$ cat config.mk
export PLATFORM = sky130hd
export DESIGN_NAME = seq_mult
export DESIGN_NICKNAME = d
export VERILOG_FILES = /design/src/rtl/seq_mult_pkg.sv /design/src/rtl/seq_mult_step.sv /design/src/rtl/seq_mult.sv
export SDC_FILE = /design/constraint.sdc
export NUM_CORES = 1
export LEC_CHECK = 0
export ABC_CLOCK_PERIOD_IN_PS = 7000
export BUFFER_PORTS_ARGS = -buffer_cell sky130_fd_sc_hd__buf_2
export CORE_MARGIN = 3
export CORE_UTILIZATION = 54
export DETAILED_ROUTE_END_ITERATION = 7
export PLACE_DENSITY = 0.75
export SYNTH_ARGS = -nofsm -noshare
export SYNTH_HDL_FRONTEND = slang
export SYNTH_SLANG_ARGS = --single-unit
$ cat constraint.sdc
create_clock -name i_clk -period 7 [get_ports i_clk]
set_input_delay 1.75 -clock i_clk [delete_from_list [all_inputs] [get_ports i_clk]]
set_output_delay 1.75 -clock i_clk [all_outputs]
set_load 0.005 [all_outputs]
$ cat src/rtl/seq_mult_pkg.sv
// seq_mult_pkg
//   Shared definitions for the sequential shift-add multiplier:
//   the controller state enumeration and the default operand width.
package seq_mult_pkg;

  // Operand width used when the instantiating level does not override it.
  localparam int DEFAULT_WIDTH = 16;

  // Controller states: wait for operands, iterate, finalise sign, hold result.
  typedef enum logic [1:0] {
    S_IDLE  = 2'd0,
    S_BUSY  = 2'd1,
    S_FINAL = 2'd2,
    S_DONE  = 2'd3
  } state_t;

endpackage : seq_mult_pkg

$ cat src/rtl/seq_mult_step.sv
// seq_mult_step
//   One iteration of the shift-add multiply, purely combinational.
//   If the accumulator LSB is set, the multiplicand is added to the upper
//   half with the carry kept, then {carry, accumulator} is shifted right by one.
// Ports
//   i_acc    [2*WIDTH-1:0]  accumulator before the iteration
//   i_mcand  [WIDTH-1:0]    multiplicand magnitude
//   o_acc    [2*WIDTH-1:0]  accumulator after the iteration
module seq_mult_step #(
  parameter int WIDTH = 16
) (
  input  logic [2*WIDTH-1:0] i_acc,
  input  logic [WIDTH-1:0]   i_mcand,
  output logic [2*WIDTH-1:0] o_acc
);

  logic [WIDTH:0] w_addend;
  logic [WIDTH:0] w_sum;

  assign w_addend = i_acc[0] ? {1'b0, i_mcand} : '0;
  assign w_sum    = {1'b0, i_acc[2*WIDTH-1:WIDTH]} + w_addend;

  // The carry becomes the new MSB; the old bit 0 (already consumed) drops out.
  assign o_acc = {w_sum, i_acc[WIDTH-1:1]};

endmodule : seq_mult_step

$ cat src/rtl/seq_mult.sv
// seq_mult
//   Sequential WIDTH x WIDTH multiplier (signed or unsigned) with valid/ready
//   handshakes on both sides. Operands are converted to magnitudes on accept,
//   multiplied by WIDTH shift-add iterations, and the sign is applied once in
//   the FINAL state.
// Ports
//   i_clk           clock, rising edge
//   i_rst_n         asynchronous active-low reset
//   i_start_valid   operands and mode present
//   o_start_ready   block can accept operands (IDLE only)
//   i_is_signed     1 = two's-complement operands, 0 = unsigned
//   i_multiplicand  operand A
//   i_multiplier    operand B
//   o_prod_valid    product available (DONE only)
//   i_prod_ready    consumer takes product
//   o_product       registered 2*WIDTH-bit result
module seq_mult
  import seq_mult_pkg::*;
#(
  parameter int WIDTH = DEFAULT_WIDTH
) (
  input  logic               i_clk,
  input  logic               i_rst_n,
  input  logic               i_start_valid,
  output logic               o_start_ready,
  input  logic               i_is_signed,
  input  logic [WIDTH-1:0]   i_multiplicand,
  input  logic [WIDTH-1:0]   i_multiplier,
  output logic               o_prod_valid,
  input  logic               i_prod_ready,
  output logic [2*WIDTH-1:0] o_product
);

  localparam int CNT_W = $clog2(WIDTH);

  state_t               r_state;
  state_t               w_state_next;
  logic [2*WIDTH-1:0]   r_acc;
  logic [CNT_W-1:0]     r_cnt;
  logic [WIDTH-1:0]     r_mcand;
  logic                 r_sign;
  logic [2*WIDTH-1:0]   r_product;

  logic [WIDTH-1:0]     w_mag_a;
  logic [WIDTH-1:0]     w_mag_b;
  logic [2*WIDTH-1:0]   w_acc_step;
  logic                 w_last;

  // Absolute value as an unsigned WIDTH-bit number; the most negative value
  // maps to 2^(WIDTH-1), which still fits because the result is unsigned.
  function automatic logic [WIDTH-1:0] magnitude(input logic [WIDTH-1:0] v,
                                                 input logic             s);
    return (s && v[WIDTH-1]) ? (~v + WIDTH'(1)) : v;
  endfunction

  assign w_mag_a = magnitude(i_multiplicand, i_is_signed);
  assign w_mag_b = magnitude(i_multiplier, i_is_signed);
  assign w_last  = (r_cnt == CNT_W'(WIDTH - 1));

  seq_mult_step #(.WIDTH(WIDTH)) u_step (
    .i_acc   (r_acc),
    .i_mcand (r_mcand),
    .o_acc   (w_acc_step)
  );

  // State register
  always_ff @(posedge i_clk or negedge i_rst_n) begin
    if (!i_rst_n) begin
      r_state <= S_IDLE;
    end else begin
      r_state <= w_state_next;
    end
  end

  // Next-state logic; BUSY length depends only on the counter, never on data.
  always_comb begin
    w_state_next = r_state;
    case (r_state)
      S_IDLE:  if (i_start_valid) w_state_next = S_BUSY;
      S_BUSY:  if (w_last)        w_state_next = S_FINAL;
      S_FINAL:                    w_state_next = S_DONE;
      S_DONE:  if (i_prod_ready)  w_state_next = S_IDLE;
      default:                    w_state_next = S_IDLE;
    endcase
  end

  // Datapath
  always_ff @(posedge i_clk or negedge i_rst_n) begin
    if (!i_rst_n) begin
      r_acc     <= '0;
      r_cnt     <= '0;
      r_mcand   <= '0;
      r_sign    <= 1'b0;
      r_product <= '0;
    end else begin
      case (r_state)
        S_IDLE: begin
          if (i_start_valid) begin
            r_mcand <= w_mag_a;
            r_acc   <= {{WIDTH{1'b0}}, w_mag_b};
            r_cnt   <= '0;
            r_sign  <= i_is_signed &
                       (i_multiplicand[WIDTH-1] ^ i_multiplier[WIDTH-1]);
          end
        end
        S_BUSY: begin
          r_acc <= w_acc_step;
          r_cnt <= r_cnt + CNT_W'(1);
        end
        S_FINAL: begin
          r_product <= r_sign ? (~r_acc + (2*WIDTH)'(1)) : r_acc;
        end
        default: ;
      endcase
    end
  end

  assign o_start_ready = (r_state == S_IDLE);
  assign o_prod_valid  = (r_state == S_DONE);
  assign o_product     = r_product;

endmodule : seq_mult

==> results.py, run 1 <==
metrics = {
    "status": {
        "status": "completed",
    },
    "global_routing": {
        "busiest_layer": "met2",
        "grtUsageTotal": 0.252,
        "overflow": 0,
        "use_met2": 0.402,
        "grt_first_pass_wirelength_um": 23900,
        "use_met3": 0.0329,
        "antenna_found_initial": 0,
        "grt_pass1_vias": 4971,
        "grt_start_max_net_pins": 88,
        "met1_usage": 0.351,
    },
    "worst_setup_path": {
        "crit_slowest_cell": "or4_1",
        "rr_worst_depth": 9,
        "critPathCaptureType": "register",
        "crit_fanout": 24,
        "start_kind": "input port",
        "cp_cell_sequence": "buf_2 -> nand2b_1 -> nand2_1 -> or4_1 -> nand3_1",
        "arrival_ns": 3.71,
        "startpoint": "i_start_valid",
        "cp.required_ns": 7.30,
        "critPathTopFamily": "simple AND/OR/NAND/NOR gates",
        "cp.depth": 5,
        "criticalPathCategory": "in -> reg",
        "cp-endpoint": "r_acc[23]",
        "path_buf_inv": 1,
        "rrSetupSlack_ns": 3.94,
        "r2r-start": "r_acc[0]",
        "slowest_delay_ns": 0.68,
        "timing.rr.end": "r_acc[31]",
    },
    "clocking": {
        "cts_resized": 0,
        "htreeDepth": 3,
        "clk_pin_slew_ns": 0.08,
        "cts_made_buffers": 9,
        "tritoncts": "done",
        "hold_buffers": 0,
        "cts_sinks": 87,
        "clk_latency_ns": 0.37,
        "cts_max_path_buffers": 2,
        "cts_setup_buffers": 0,
        "clockRootBuffer": "clkbuf_8",
    },
    "floorplan": {
        "die_x_um": 110,
        "dieArea_um2": 12000,
        "core_um2": 10400,
        "num_io_pins": 71,
        "rows": 37,
        "fp.dieH_um": 110,
        "initial_core_util": 0.558,
    },
    "finish": {
        "fillers": 922,
        "syn_to_final_growth_pct": 11.0,
        "nets": 796,
        "drive_gt1_frac": 0.143,
        "design_area_um2": 6450,
        "multi_input_area_um2": 3440,
        "seq_area_um2": 2180,
        "antenna_cells": 0,
        "stdcell_count": 875,
    },
    "timing": {
        "finalHoldViolations": 0,
        "finalCritPeriodShare": 0.488,
        "timing.fmax_ghz": 0.293,
        "setup-violations-final": 0,
        "skew_ns": 0.0155,
        "period_minus_slack_ns": 3.41,
        "tightest_slew_ns": 1.12,
        "fin_tns_setup_ns": 0,
        "setup_ws_ns": 3.59,
        "slew_headroom": 0.254,
        "maxSlewViolCount": 0,
        "rsz0062_at_grt": "false",
    },
    "power_and_ir_drop": {
        "p_leak_nw": 2.85,
        "finalPower_mw": 2.67,
        "power_density_nw_per_um2": 414,
        "ir_worst_vdd_mv": 0.249,
    },
    "synth": {
        "synth_seq_cells": 87,
        "syn_nets": 745,
        "ys_types": 60,
        "synthMuxAreaShare": 0.0284,
        "ys.flop_type": "dfrtp_1",
        "yosys.area_share.simple": 0.222,
        "syn_area_per_cell_um2": 8.51,
        "netlist_area_um2": 5810,
        "synth_top_family_by_area": "simple AND/OR/NAND/NOR gates",
        "yosysSeqAreaShare": 0.375,
        "synthArstFlopShare": 1.00,
        "synthAdderAreaFrac": 0.0551,
        "synth-xor-area-share": 0.0829,
        "postSynthCellCount": 683,
        "synth_warnings": 0,
        "synth-compound-area-share": 0.202,
        "synth_enable_flop_cells": 0,
    },
    "route": {
        "wl_per_cell_um": 16.3,
        "drc": 0,
        "drtIter0Drc": 402,
        "vias_per_cell": 6.04,
        "routed_wl_um": 14300,
        "drtPass1Iterations": 5,
        "vias": 5284,
        "ant_nets": 0,
    },
    "placed_design": {
        "portBuffers": 70,
        "place_area_um2": 6240,
        "routabilityCongestion": 0.925,
        "dp_hpwl_um": 10600,
        "detailedPlace.worstSlack_ns": 3.27,
        "placed_cells": 859,
    },
    "job": {
        "maxCapViolations": 0,
    },
    "min_path": {
        "hold_path.class": "reg -> reg",
    },
}
layer usage:
| layer | vias to the layer above | share of wire |
|---|---|---|
| li1 | 2553 | - |
| met1 | 2539 | 0.46 |
| met2 | 171 | 0.46 |
| met3 | 21 | 0.052 |
| met4 | 0 | 0.021 |
| met5 | - | 0 |
cells by family (layout without fill, tap and decap cells):
| logic type | count (synthesis) | count (layout) |
|---|---|---|
| muxes | 16 | 16 |
| buffers and inverters | 53 | 109 |
| adders and majority gates | 25 | 25 |
| and+or+nand+nor | 255 | 255 |
| AOI/OAI and AO/OA | 192 | 192 |
| xor gates and xnor gates | 55 | 55 |
| DFF | 87 | 87 |
where the power goes:
group	leakage [nW]	switching, mW	internal [mW]
clock network	0.104	0.184	0.202
registers	1.07	0.253	0.729
logic	1.69	0.774	0.529
total	2.85	1.21	1.46
per-stage QoR:
step | hold slack [ns] | utilization
floorplan | 0.442 | -
global placement | 0.458 | 0.599
detailed placement | 0.468 | 0.599
CTS | 0.486 | 0.619
global route | 0.526 | 0.619
finish | 0.483 | 0.619
flip-flops by register name, indices dropped and copies added, names as in the netlist:
name / cells
r_acc: 32
o_product: 32
r_cnt: 4
r_mcand: 16
r_state: 2
r_sign: 1
synthesized netlist by cell type (3+ instances only):
master | number | area share
nand2_1 | 73 | 0.047
xnor2_1 | 19 | 0.029
nand3b_1 | 8 | 0.010
a221oi_1 | 3 | 0.0045
o21ai_0 | 57 | 0.049
nor2_1 | 58 | 0.037
inv_1 | 20 | 0.013
and3_1 | 8 | 0.0086
o31ai_1 | 14 | 0.018
clkbuf_1 | 27 | 0.017
or2_2 | 5 | 0.0054
a21o_1 | 5 | 0.0065
or4_1 | 7 | 0.0090
ha_1 | 24 | 0.052
o211ai_1 | 6 | 0.0077
xor2_1 | 36 | 0.054
mux2i_1 | 12 | 0.021
buf_1 | 4 | 0.0026
nor2b_1 | 4 | 0.0043
nand4b_1 | 3 | 0.0045
and2_1 | 18 | 0.019
o22ai_1 | 4 | 0.0043
nor4_1 | 3 | 0.0032
nor3_1 | 17 | 0.015
a21oi_1 | 64 | 0.055
a31oi_1 | 4 | 0.0043
nand3_1 | 22 | 0.019
or3_1 | 7 | 0.0075
o41ai_1 | 14 | 0.021
mux2_2 | 4 | 0.0077
nand4_1 | 5 | 0.0054
nand2b_1 | 7 | 0.0075
dfrtp_1 | 87 | 0.37
worst min path at each step:
| stage | from | end | slack (ns) | cells past startpoint |
|---|---|---|---|---|
| after global routing | r_mcand[12] | r_mcand[12] | 0.53 | 2 |
| final | r_mcand[15] | r_mcand[15] | 0.48 | 2 |
| after CTS | r_mcand[4] | r_mcand[4] | 0.49 | 2 |
| after global placement | r_mcand[12] | r_mcand[12] | 0.46 | 2 |
| after floorplan | r_mcand[0] | r_mcand[0] | 0.44 | 2 |
| after detailed placement | r_mcand[4] | r_mcand[4] | 0.47 | 2 |
cell usage in the layout, fill, tap and decap left out, types with 4 or more instances in the layout:
| cell | n |
|---|---|
| dfrtp_1 | 87 |
| nand2_1 | 73 |
| buf_2 | 69 |
| a21oi_1 | 64 |
| nor2_1 | 58 |
| o21ai_0 | 57 |
| xor2_1 | 36 |
| ha_1 | 23 |
| nand3_1 | 22 |
| inv_1 | 20 |
| xnor2_1 | 19 |
| and2_1 | 18 |
| nor3_1 | 17 |
| o41ai_1 | 14 |
| o31ai_1 | 14 |
| mux2i_1 | 12 |
| clkbuf_8 | 9 |
| nand3b_1 | 8 |
| and3_1 | 8 |
| or4_1 | 7 |
| nand2b_1 | 7 |
| or3_1 | 7 |
| o211ai_1 | 6 |
| or2_2 | 5 |
| a21o_1 | 5 |
| nand4_1 | 5 |
| nor2b_1 | 4 |
| mux2_2 | 4 |
| a31oi_1 | 4 |
| o22ai_1 | 4 |
| buf_4 | 4 |
cell type report:
| type | instances | share of cell area |
|---|---|---|
| clock buffer | 11 | 0.0204 |
| clock inverter | 5 | 0.0126 |
| inverter | 20 | 0.0116 |
| multi-input combinational | 543 | 0.533 |
| sequential | 87 | 0.338 |
| tap | 136 | 0.0264 |
| timing repair buffer | 73 | 0.0582 |
worst reg2reg max path: stages, from the launching register on:
cell	delay (ns)
dfrtp_1	0.68
and2_1	0.23
ha_1	0.18
inv_1	0.06
fa_1	0.40
nor2b_1	0.19
o2111ai_1	0.23
a211oi_1	0.47
o31ai_1	0.14
o41ai_1	0.36
Note: power is estimated with default switching activity, not from simulation.
==> inputs of run 2 (changes only) <==
ABC_AREA = 1   (was not set)
ABC_CLOCK_PERIOD_IN_PS = 3550   (was 7000)
clock period = 3.55 ns   (was 7 ns; I/O delays follow)
==> results.py, run 2 <==
metrics = {
    "global_routing": {
        "antenna_found_initial": 0,
        "grt_first_pass_wirelength_um": 25700,
        "grt_start_max_net_pins": 88,
        "grt_pass1_vias": 5401,
        "grtUsageTotal": 0.248,
        "overflow": 0,
    },
    "finish": {
        "design_area_um2": 6930,
        "syn_to_final_growth_pct": 10.8,
        "antenna_cells": 0,
        "fillers": 1060,
        "nets": 1044,
        "final_cell_mix": "304 x nand2_1, 113 x inv_1, 95 x nand3_1",
        "layout_commonest_cell": "nand2_1",
        "drive_gt1_frac": 0.126,
        "fin_util": 0.626,
    },
    "timing": {
        "finalCritPeriodShare": 0.657,
        "maxSlewViolCount": 0,
        "finalHoldViolations": 0,
        "tightest_slew_ns": 1.10,
        "slew_headroom": 0.268,
        "timing.fmax_ghz": 0.429,
        "fin_tns_setup_ns": 0,
        "fin_hold_ws_ns": 0.474,
        "skew_ns": 0.00804,
        "rsz0062_at_grt": "false",
        "setup-violations-final": 0,
        "period_minus_slack_ns": 2.33,
    },
    "route": {
        "drc": 0,
        "ant_nets": 0,
        "wl_per_cell_um": 13.3,
        "vias_per_cell": 5.29,
        "drtIter0Drc": 378,
        "routed_wl_um": 15000,
        "drtPass1Iterations": 5,
        "vias": 5966,
    },
    "power_and_ir_drop": {
        "power_density_nw_per_um2": 837,
        "ir_worst_vdd_mv": 0.546,
        "p_leak_nw": 3.81,
        "clock_power_share": 0.160,
        "seqPwrFrac": 0.329,
        "internal_power_mw": 3.06,
        "comb_power_share": 0.511,
        "swShare": 0.474,
        "p_switching_mw": 2.75,
        "finalPower_mw": 5.80,
    },
    "worst_setup_path": {
        "critPathTopFamily": "compound AO/OA/AOI/OAI gates",
        "startpoint": "r_state[0]",
        "r2r-start": "r_state[0]",
        "critPathCaptureType": "register",
        "cp.required_ns": 3.77,
        "start_kind": "register",
        "arrival_ns": 2.55,
        "crit_fanout": 29,
        "rrSetupSlack_ns": 1.22,
        "criticalPathCategory": "reg -> reg",
        "timing.rr.end": "r_acc[9]",
        "crit_slowest_cell": "dfrtp_1",
        "cp.depth": 7,
        "rr_worst_depth": 7,
        "path_buf_inv": 2,
        "slowest_delay_ns": 0.41,
        "cp_cell_sequence": "inv_1 -> ha_1 -> nand2_2 -> o21ai_4 -> inv_2 -> a21oi_1 -> a22oi_1",
    },
    "clocking": {
        "cts_max_path_buffers": 2,
        "hold_buffers": 0,
        "tritoncts": "done",
        "clk_pin_slew_ns": 0.07,
        "htreeDepth": 3,
        "clk_latency_ns": 0.36,
        "cts_resized": 0,
        "clockRootBuffer": "clkbuf_16",
        "cts_sinks": 87,
        "cts_setup_buffers": 0,
        "cts_made_buffers": 9,
    },
    "floorplan": {
        "die_x_um": 114,
        "rows": 38,
        "fp.dieH_um": 114,
        "dieArea_um2": 12900,
        "initial_core_util": 0.565,
        "core_um2": 11100,
        "num_io_pins": 71,
    },
    "placed_design": {
        "dp_hpwl_um": 11400,
        "routabilityCongestion": 0.930,
        "place_area_um2": 6650,
        "portBuffers": 70,
    },
    "min_path": {
        "worstHoldPathCells": 2,
        "min_from": "o_product[16]",
        "hold_path.class": "reg -> reg",
        "hold_end": "o_product[16]",
    },
    "synth": {
        "synth_commonest_cells": "304 x nand2_1, 113 x inv_1, 95 x nand3_1, 87 x dfrtp_1, 71 x nor2_1",
        "yosysSeqAreaShare": 0.348,
        "synth-compound-area-share": 0.116,
        "synthMuxAreaShare": 0,
        "synth_warnings": 0,
        "synth_enable_flop_cells": 0,
        "netlist_area_um2": 6260,
        "synth-xor-area-share": 0.0280,
        "postSynthCellCount": 924,
        "synthArstFlopShare": 1.00,
        "ys.flop_type": "dfrtp_1",
        "synthTopCellsByArea": "dfrtp_1 35%, nand2_1 18%, nand3_1 7.6%",
        "yosys.area_share.simple": 0.359,
        "ys_types": 44,
        "synth_top_family_by_area": "simple AND/OR/NAND/NOR gates",
        "synth_top_area_share": 0.348,
        "yosys.area.top_type": "dfrtp_1",
        "synthAdderAreaFrac": 0.0512,
        "syn_area_per_cell_um2": 6.77,
        "synth_most_common_cell": "nand2_1",
        "syn_nets": 986,
        "synth_seq_cells": 87,
    },
    "status": {
        "status": "completed",
    },
    "job": {
        "maxCapViolations": 0,
    },
}
[run 2: metal layers]
| metal | GRT usage | part of all wire |
|---|---|---|
| met1 | 0.358 | 0.49 |
| met3 | 0.0382 | 0.058 |
| met4 | 0.0938 | 0.021 |
| met2 | 0.377 | 0.43 |
| met5 | 0 | 0 |
[run 2: worst max path at each step]
stage	end
5_1_grt	r_acc[25]
4_1_cts	r_acc[9]
2_1_floorplan	r_acc[22]
3_5_place_dp	r_acc[6]
3_3_place_gp	r_acc[6]
6_report	r_acc[9]
[run 2: worst register-to-register path, stage by stage, from the launching register on]
cell and delay (ns):
dfrtp_1 0.41, inv_1 0.10, ha_1 0.31, nand2_2 0.33, o21ai_4 0.36, inv_2 0.38, a21oi_1 0.23, a22oi_1 0.08
[run 2: kinds of logic after synthesis]
kind of cell | Yosys count
adders and majority gates | 25
AOI/OAI and AO/OA | 124
xor gates and xnor gates | 20
DFF | 87
and+or+nand+nor | 523
buffers and inverters | 145
[run 2: area by class of cell]
class / instances / area, um2 / area share
timing repair buffer: 73 / 375 / 0.0541
tap: 140 / 175 / 0.0253
inverter: 119 / 452 / 0.0652
multi-input combinational: 692 / 3470 / 0.500
clock buffer: 12 / 256 / 0.0370
clock inverter: 4 / 30.0 / 0.00433
sequential: 87 / 2180 / 0.314
[run 2: power by group through the flow]
stage | clock network, mW | registers [mW] | logic (mW)
after floorplan | 0 | 1.78 | 2.33
after global placement | 0 | 1.91 | 2.89
after detailed placement | 0 | 1.92 | 2.96
after CTS | 0.946 | 1.90 | 2.98
after global routing | 0.993 | 1.98 | 3.45
final | 0.928 | 1.91 | 2.96
[run 2: metrics by stage]
| stage | setup WS [ns] | cells |
|---|---|---|
| after floorplan | 1.67 | 924 |
| after global placement | 1.16 | 1111 |
| after detailed placement | 1.09 | 1111 |
| after CTS | 1.21 | 1127 |
| after global routing | 0.908 | 1127 |
| final | 1.22 | 1127 |
==> inputs of run 3 (changes only) <==
ABC_AREA = 0   (was 1)
ABC_CLOCK_PERIOD_IN_PS = 1900   (was 3550)
CORE_UTILIZATION = 53   (was 54)
PLACE_DENSITY = 0.77   (was 0.75)
clock period = 1.9 ns   (was 3.55 ns; I/O delays follow)
==> results.py, run 3 (synthesized netlist as in run 1, its figures left out) <==
metrics = {
    "status": {
        "status": "complete, but fails checks",
        "violations": "setup timing",
    },
    "clocking": {
        "clk_latency_ns": 0.40,
        "clockRootBuffer": "clkbuf_8",
        "clk_pin_slew_ns": 0.08,
        "htreeDepth": 3,
        "tritoncts": "done",
        "cts_max_path_buffers": 2,
        "cts_made_buffers": 9,
        "cts_sinks": 87,
    },
    "power_and_ir_drop": {
        "ir_worst_vdd_mv": 1.16,
        "p_leak_nw": 3.67,
        "power_density_nw_per_um2": 1570,
    },
    "finish": {
        "layout_commonest_cell": "buf_4",
        "final_cell_mix": "123 x buf_4, 86 x dfrtp_1, 69 x buf_2",
        "antenna_cells": 0,
        "drive_gt1_frac": 0.377,
        "fillers": 632,
        "syn_to_final_growth_pct": 44.2,
        "nets": 936,
    },
    "floorplan": {
        "initial_core_util": 0.553,
        "num_io_pins": 71,
        "core_um2": 10500,
        "die_x_um": 111,
        "rows": 37,
        "dieArea_um2": 12300,
        "fp.dieH_um": 111,
    },
    "worst_setup_path": {
        "cp.required_ns": 2.21,
        "crit_fanout": 4,
        "crit_slowest_cell": "or4_1",
        "critPathCaptureType": "register",
        "r2r-start": "r_acc[0]",
        "timing.rr.end": "r_acc[23]",
        "criticalPathCategory": "reg -> reg",
        "path_buf_inv": 2,
        "arrival_ns": 2.53,
        "rr_worst_depth": 10,
        "cp_cell_sequence": "and2_4 -> ha_4 -> inv_2 -> fa_2 -> nor2b_4 -> o2111ai_4 -> buf_6 -> a21oi_2 -> or4_1 -> nand3_1",
        "rrSetupSlack_ns": -0.32,
        "critPathTopFamily": "simple AND/OR/NAND/NOR gates",
        "start_kind": "register",
        "slowest_delay_ns": 0.50,
    },
    "placed_design": {
        "routabilityCongestion": 0.970,
        "portBuffers": 70,
        "dp_hpwl_um": 13100,
        "detailedPlace.worstSlack_ns": -0.370,
    },
    "min_path": {
        "min_from": "i_multiplicand[15]",
        "hold_end": "r_mcand[15]",
        "worstHoldPathCells": 3,
        "hold_path.class": "in -> reg",
    },
    "timing": {
        "slew_headroom": 0.644,
        "finalHoldViolations": 0,
        "setup-violations-final": 29,
        "fin_tns_setup_ns": -5.24,
        "tightest_slew_ns": 0.533,
        "setup_ws_ns": -0.319,
        "skew_ns": 0.0265,
        "period_minus_slack_ns": 2.22,
        "rsz0062_at_grt": "true",
        "timing.fmax_ghz": 0.451,
        "maxSlewViolCount": 0,
        "finalCritPeriodShare": 1.17,
    },
    "global_routing": {
        "overflow": 0,
        "grt_start_max_net_pins": 59,
        "grt_first_pass_wirelength_um": 29400,
        "antenna_found_initial": 0,
        "grt_pass1_vias": 6005,
        "grtUsageTotal": 0.295,
    },
    "route": {
        "drtPass1Iterations": 5,
        "wl_per_cell_um": 19.5,
        "vias_per_cell": 6.23,
        "vias": 6320,
        "routed_wl_um": 19800,
        "drtIter0Drc": 605,
        "ant_nets": 0,
        "drc": 0,
    },
    "job": {
        "maxCapViolations": 0,
    },
}
==> run 3: cell types whose count changed in the layout (fill, tap and decap cells not counted), sizes merged, moves of 23 or more <==
cell	previous run	this run
nor2	81	58
nand2	313	73
inv	119	21
nand3	96	22
a21oi	35	64
buf	73	212
==> run 3: worst max path at each step <==
stage,startpoint,endpoint,cells after the start
after global routing,r_acc[0],r_acc[23],8
after CTS,r_acc[0],r_acc[31],10
after global placement,r_acc[0],r_acc[25],10
final,r_acc[0],r_acc[23],10
after detailed placement,r_acc[0],r_acc[25],10
after floorplan,r_acc[0],r_acc[30],9
==> run 3: cell type report <==
| type | instances | area (um2) | share of cell area |
|---|---|---|---|
| clock inverter | 6 | 46.3 | 0.00552 |
| multi-input combinational | 543 | 4220 | 0.503 |
| tap | 136 | 170 | 0.0203 |
| timing repair buffer | 213 | 1570 | 0.187 |
| inverter | 20 | 77.6 | 0.00925 |
| sequential | 87 | 2180 | 0.260 |
| clock buffer | 10 | 128 | 0.0152 |
==> run 3: worst register-to-register path: cells and delay by family (launching register included) <==
kind	cells	cell delay, ns
compound gates	2	0.30
fa+ha+maj	2	0.39
buf+inv	2	0.21
flops	1	0.44
simple gates	4	0.81
==> run 3: power by group <==
part	switching [mW]	internal [mW]
clock network	0.752	0.483
registers	0.714	2.69
logic	4.71	3.84
total	6.18	7.01
==> run 3: metal layers <==
metal | part of all wire | GRT usage
met4 | 0.029 | 0.123
met5 | 0 | 0
met1 | 0.42 | 0.399
met3 | 0.074 | 0.0540
met2 | 0.47 | 0.466
==> run 3: repair_timing <==
action | in CTS | in global routing
setup endpoints to repair | 20 | 56
gates cloned | 1 | 0
pin swaps | 24 | 35
endpoints found under the hold margin | 21 | 0
resized for setup | 62 | 61
hold buffers | 1 | 0
setup buffers | 11 | 8
==> run 3: stage by stage <==
stage / power (mW) / util / instances / hold slack, ns / area [um2]
floorplan: 7.15 / - / 683 / 0.179 / 5970
global placement: 9.75 / 0.700 / 978 / 0.395 / 7350
detailed placement: 10.1 / 0.700 / 978 / 0.399 / 7350
CTS: 12.0 / 0.761 / 1007 / 0.345 / 8000
global route: 14.0 / 0.798 / 1015 / 0.403 / 8380
finish: 13.2 / 0.798 / 1015 / 0.368 / 8380
